$ cat src/rtl/router_sync.sv
// Router synchroniser: latches the destination port, steers FIFO writes/full status,
// and (with ROUTER_SYNC_SOFT_RESET_EN defined) flushes FIFOs left unread for TIMEOUT cycles.
module router_sync #(
  parameter int unsigned TIMEOUT = 30
) (
  input  logic       clk,
  input  logic       rst,
  input  logic       detect_addr,
  input  logic [1:0] data_in,
  input  logic       write_enb_reg,
  input  logic       read_enb_0,
  input  logic       read_enb_1,
  input  logic       read_enb_2,
  input  logic       empty_0,
  input  logic       empty_1,
  input  logic       empty_2,
  input  logic       full_0,
  input  logic       full_1,
  input  logic       full_2,
  output logic [2:0] write_enb,
  output logic       fifo_full,
  output logic       vld_out_0,
  output logic       vld_out_1,
  output logic       vld_out_2,
  output logic       soft_reset_0,
  output logic       soft_reset_1,
  output logic       soft_reset_2
);

  logic [1:0] addr_q, addr_d;
  logic [2:0] vld;
  logic [2:0] rd;

  assign vld = ~{empty_2, empty_1, empty_0};
  assign rd  = {read_enb_2, read_enb_1, read_enb_0};

  assign vld_out_0 = vld[0];
  assign vld_out_1 = vld[1];
  assign vld_out_2 = vld[2];

  always_comb begin
    addr_d = detect_addr ? data_in : addr_q;
  end

  // Decode uses the registered address only; a same-cycle detect_addr is not bypassed.
  always_comb begin
    write_enb = '0;
    fifo_full = 1'b0;
    case (addr_q)
      2'b00: begin write_enb = {2'b00, write_enb_reg};       fifo_full = full_0; end
      2'b01: begin write_enb = {1'b0, write_enb_reg, 1'b0};  fifo_full = full_1; end
      2'b10: begin write_enb = {write_enb_reg, 2'b00};       fifo_full = full_2; end
      default: begin write_enb = '0;                         fifo_full = 1'b0;   end
    endcase
  end

  always_ff @(posedge clk) begin
    if (rst) addr_q <= 2'b11;
    else     addr_q <= addr_d;
  end

`ifdef ROUTER_SYNC_SOFT_RESET_EN
  localparam logic [7:0] TIMEOUT_M1 = 8'(TIMEOUT - 1);

  logic [7:0] cnt_q [3];
  logic [7:0] cnt_d [3];
  logic [2:0] soft_reset_q, soft_reset_d;

  always_comb begin
    for (int unsigned i = 0; i < 3; i++) begin
      cnt_d[i]        = '0;
      soft_reset_d[i] = 1'b0;
      if (vld[i] && !rd[i]) begin
        if (cnt_q[i] == TIMEOUT_M1) soft_reset_d[i] = 1'b1;
        else                        cnt_d[i] = cnt_q[i] + 8'd1;
      end
    end
  end

  always_ff @(posedge clk) begin
    if (rst) begin
      cnt_q        <= '{default: '0};
      soft_reset_q <= '0;
    end else begin
      cnt_q        <= cnt_d;
      soft_reset_q <= soft_reset_d;
    end
  end

  assign soft_reset_0 = soft_reset_q[0];
  assign soft_reset_1 = soft_reset_q[1];
  assign soft_reset_2 = soft_reset_q[2];
`else
  logic unused_rd;
  assign unused_rd = ^rd;

  assign soft_reset_0 = 1'b0;
  assign soft_reset_1 = 1'b0;
  assign soft_reset_2 = 1'b0;
`endif

endmodule

$ cat config.mk
export PLATFORM = sky130hd
export DESIGN_NAME = router_sync
export DESIGN_NICKNAME = d
export VERILOG_FILES = /design/src/rtl/router_sync.sv
export SDC_FILE = /design/constraint.sdc
export NUM_CORES = 1
export LEC_CHECK = 0
export ABC_AREA = 1
export BUFFER_PORTS_ARGS = -buffer_cell sky130_fd_sc_hd__buf_2
export CORE_AREA = 2 2 39 41
export DETAILED_ROUTE_END_ITERATION = 12
export DIE_AREA = 0 0 41 43
export SYNTH_ARGS = -nofsm -noshare
export SYNTH_HDL_FRONTEND = slang
export SYNTH_SLANG_ARGS = --single-unit
$ cat constraint.sdc
create_clock -name clk -period 1 [get_ports clk]
set_clock_uncertainty 0.15 [all_clocks]
set_input_delay 0.1 -clock clk [delete_from_list [all_inputs] [get_ports clk]]
set_output_delay 0.1 -clock clk [all_outputs]
set_load 0.005 [all_outputs]
==> results.py <==
metrics = {
    "run_status": {
        "run_status": "finished with violations",
        "violations": "negative setup slack",
    },
    "pwr": {
        "vdd_ir_drop_max_mv": 0.4348,
        "powerDensity_mw_per_mm2": 1015,
        "cellLeakagePower_nw": 0.2100,
        "design_power_total_mw": 0.3580,
    },
    "clocking": {
        "number_of_clock_sinks": 2,
        "clock_latency_ps": 220,
        "cts_setup_buffers": 0,
        "cts_tree": "built",
        "htree_levels": 1,
        "cts.root.buffer_cell": "clkbuf_4",
        "cts.clk_slew.worst_paths_ps": 30,
        "numCtsBuffers": 3,
        "clk_path_buf_depth": 2,
    },
    "cells_and_area": {
        "area_growth_syn_to_layout_pct": 125.6,
        "antennaDiodeCount": 0,
        "final_cells": 67,
        "largest_register_ffs": 2,
        "finish.instance_area_um2": 352.8,
        "largest_registers_ranked_by_flip_flop_count": "addr_q: 2 flops",
        "drive_gt1_share_pct": 56.86,
        "final_util_pct": 25.50,
        "registers.top_by_ff_count": "addr_q",
        "layout.nets": 68,
        "final.fill_count": 160,
    },
    "placed_design": {
        "place_congestion": 0.5326,
        "io_buffers": 18,
        "hpwlAfterDp_um": 333.5,
        "place.detailed.instances": 60,
        "placed_cell_areas_um2": 251.5,
        "pre_cts_ws_ps": -22.78,
    },
    "sta": {
        "final_max_slew_viols": 0,
        "timing.final.crit_period_ps": 1150,
        "finalWorstSetupSlack_ps": -149.6,
        "max_freq_mhz": 869.8,
        "finalCritPeriodShare_pct": 115.0,
        "grt_setup_unrepaired": "true",
        "fin_hold_ws_ps": 258.1,
        "setup_viol": 4,
        "finalHoldViolations": 0,
        "setup_tns_ps": -518.8,
    },
    "logic_synthesis": {
        "synthesis.area_per_instance_um2": 5.793,
        "synth_seq_area_share_pct": 25.60,
        "synth_seq_cells": 2,
        "synthesis.yosys.warnings": 0,
        "netlist_instances": 27,
        "synth_cell_types": 7,
        "mappedNetlistArea_um2": 156.4,
    },
    "floorplanning": {
        "die_h_um": 43,
        "io-pin-count": 25,
        "die-width_um": 41,
        "core-area_mm2": 0.001384,
        "initial_core_util_pct": 11.30,
        "die_area_mm2": 0.001763,
        "num_rows": 14,
    },
    "critical_path": {
        "critical_path_required_ps": 750,
        "path_type_of_the_worst_setup_path": "reg -> out",
        "cp.depth": 2,
        "critical_path.max_stage_delay_ps": 350,
        "setup.worst_path.start_class": "flip-flop",
        "critical_path_peak_fanout": 5,
        "cp-startpoint": "addr_q[0]",
        "timing.critical_path.arrival_ps": 900,
        "reg2reg_from": "addr_q[0]",
        "slowest_stage": "dfxtp_4",
        "critical_path.n_buffers_inverters": 1,
        "worst-r2r-setup-slack_ps": 260,
        "critical_path.top_delay_family": "flip-flops",
        "reg2reg_depth": 2,
        "cp_cell_sequence": "nor3_1 -> buf_2",
        "critical_path.endpoint_type": "output pin",
        "critical_path.reg2reg.endpoint": "addr_q[0]",
    },
    "grt": {
        "grt_pass1_wl_um": 669,
        "grt_antenna_before_repair": 0,
        "grt_max_degree": 6,
        "gr-total-overflow": 0,
        "number_of_global_route_vias_before_repair": 206,
        "total_grt_usage_pct": 6.206,
    },
    "detailed_routing": {
        "remaining_drc_errors": 0,
        "routedWlPerCell_um": 6.672,
        "postRouteAntennaNets": 0,
        "drt_first_pass_iters": 2,
        "via_count": 239,
        "first_iter_violations": 1,
        "detailed_route_vias_per_instance": 3.567,
        "routed_wirelength_um": 447,
    },
    "min_path": {
        "min_delay_startpoint": "empty_2",
        "min_path_type": "in -> out",
        "whs_endpoint": "vld_out_2",
        "hold-path-cell-count": 3,
    },
    "flow_run": {
        "maxCapViolations": 0,
    },
}
## cell type report
class,instances,area [µm²],area share [%]
Timing Repair Buffer,22,136.4,38.65
Multi-Input combinational cell,16,91.34,25.89
Sequential cell,2,47.55,13.48
Inverter,8,35.03,9.929
Clock buffer,3,22.52,6.383
Tap cell,16,20.02,5.674
## layout by cell type, fill, tap and decap left out, drive strengths merged
master,instances
buf,18
clkbuf,3
conb,3
dfxtp,2
dlygate4sd3,4
inv,8
nand2,4
nand3,6
nor3,3
## synthesized netlist by cell type (all sizes together)
master  count  area, µm²
dfxtp       2      40.04
nand2       4      15.01
nand3       6      30.03
inv         8      30.03
buf         3      22.52
conb        1      3.750
nor3        3      15.01
## where the power goes
group | switching (mW) | internal (mW) | total, mW
sequential | 0.0110 | 0.0852 | 0.0962
clock | 0.0416 | 0.132 | 0.174
combinational | 0.0362 | 0.0518 | 0.0881
## tightest hold or removal path, delay by kind of cell
family / cells / cell delay (ps)
buffers and inverters: 3 / 200
## routing by layer
metal | vias up | part of all wire, % | global-route usage [%]
met5 | - | 0 | 0
met1 | 95 | 40 | 4.140
met2 | 16 | 47 | 9.688
li1 | 128 | - | -
met3 | 0 | 13 | 4.712
met4 | 0 | 0 | 6.000
## logic make-up after synthesis
logic type	after synthesis	share of synthesized area (%)
other	1	2.398
flip-flops	2	25.60
AND/OR/NAND/NOR	13	38.40
buffers and inverters	11	33.60
## worst max-delay path by stage
stage	to	slack (ps)
6_report	write_enb[0]	-150
5_1_grt	write_enb[2]	-200
3_3_place_gp	write_enb[2]	-20
3_5_place_dp	write_enb[1]	-20
4_1_cts	fifo_full	-150
2_1_floorplan	write_enb[2]	120
## timing repair
item / 4_1_cts / 5_1_grt
endpoints found under the hold margin: 2 / 0
hold buffers: 4 / 0
setup endpoints to repair: 4 / 4
pin swaps: 1 / 3
resized for setup: 7 / 6
(Power assumes the default switching activity.)
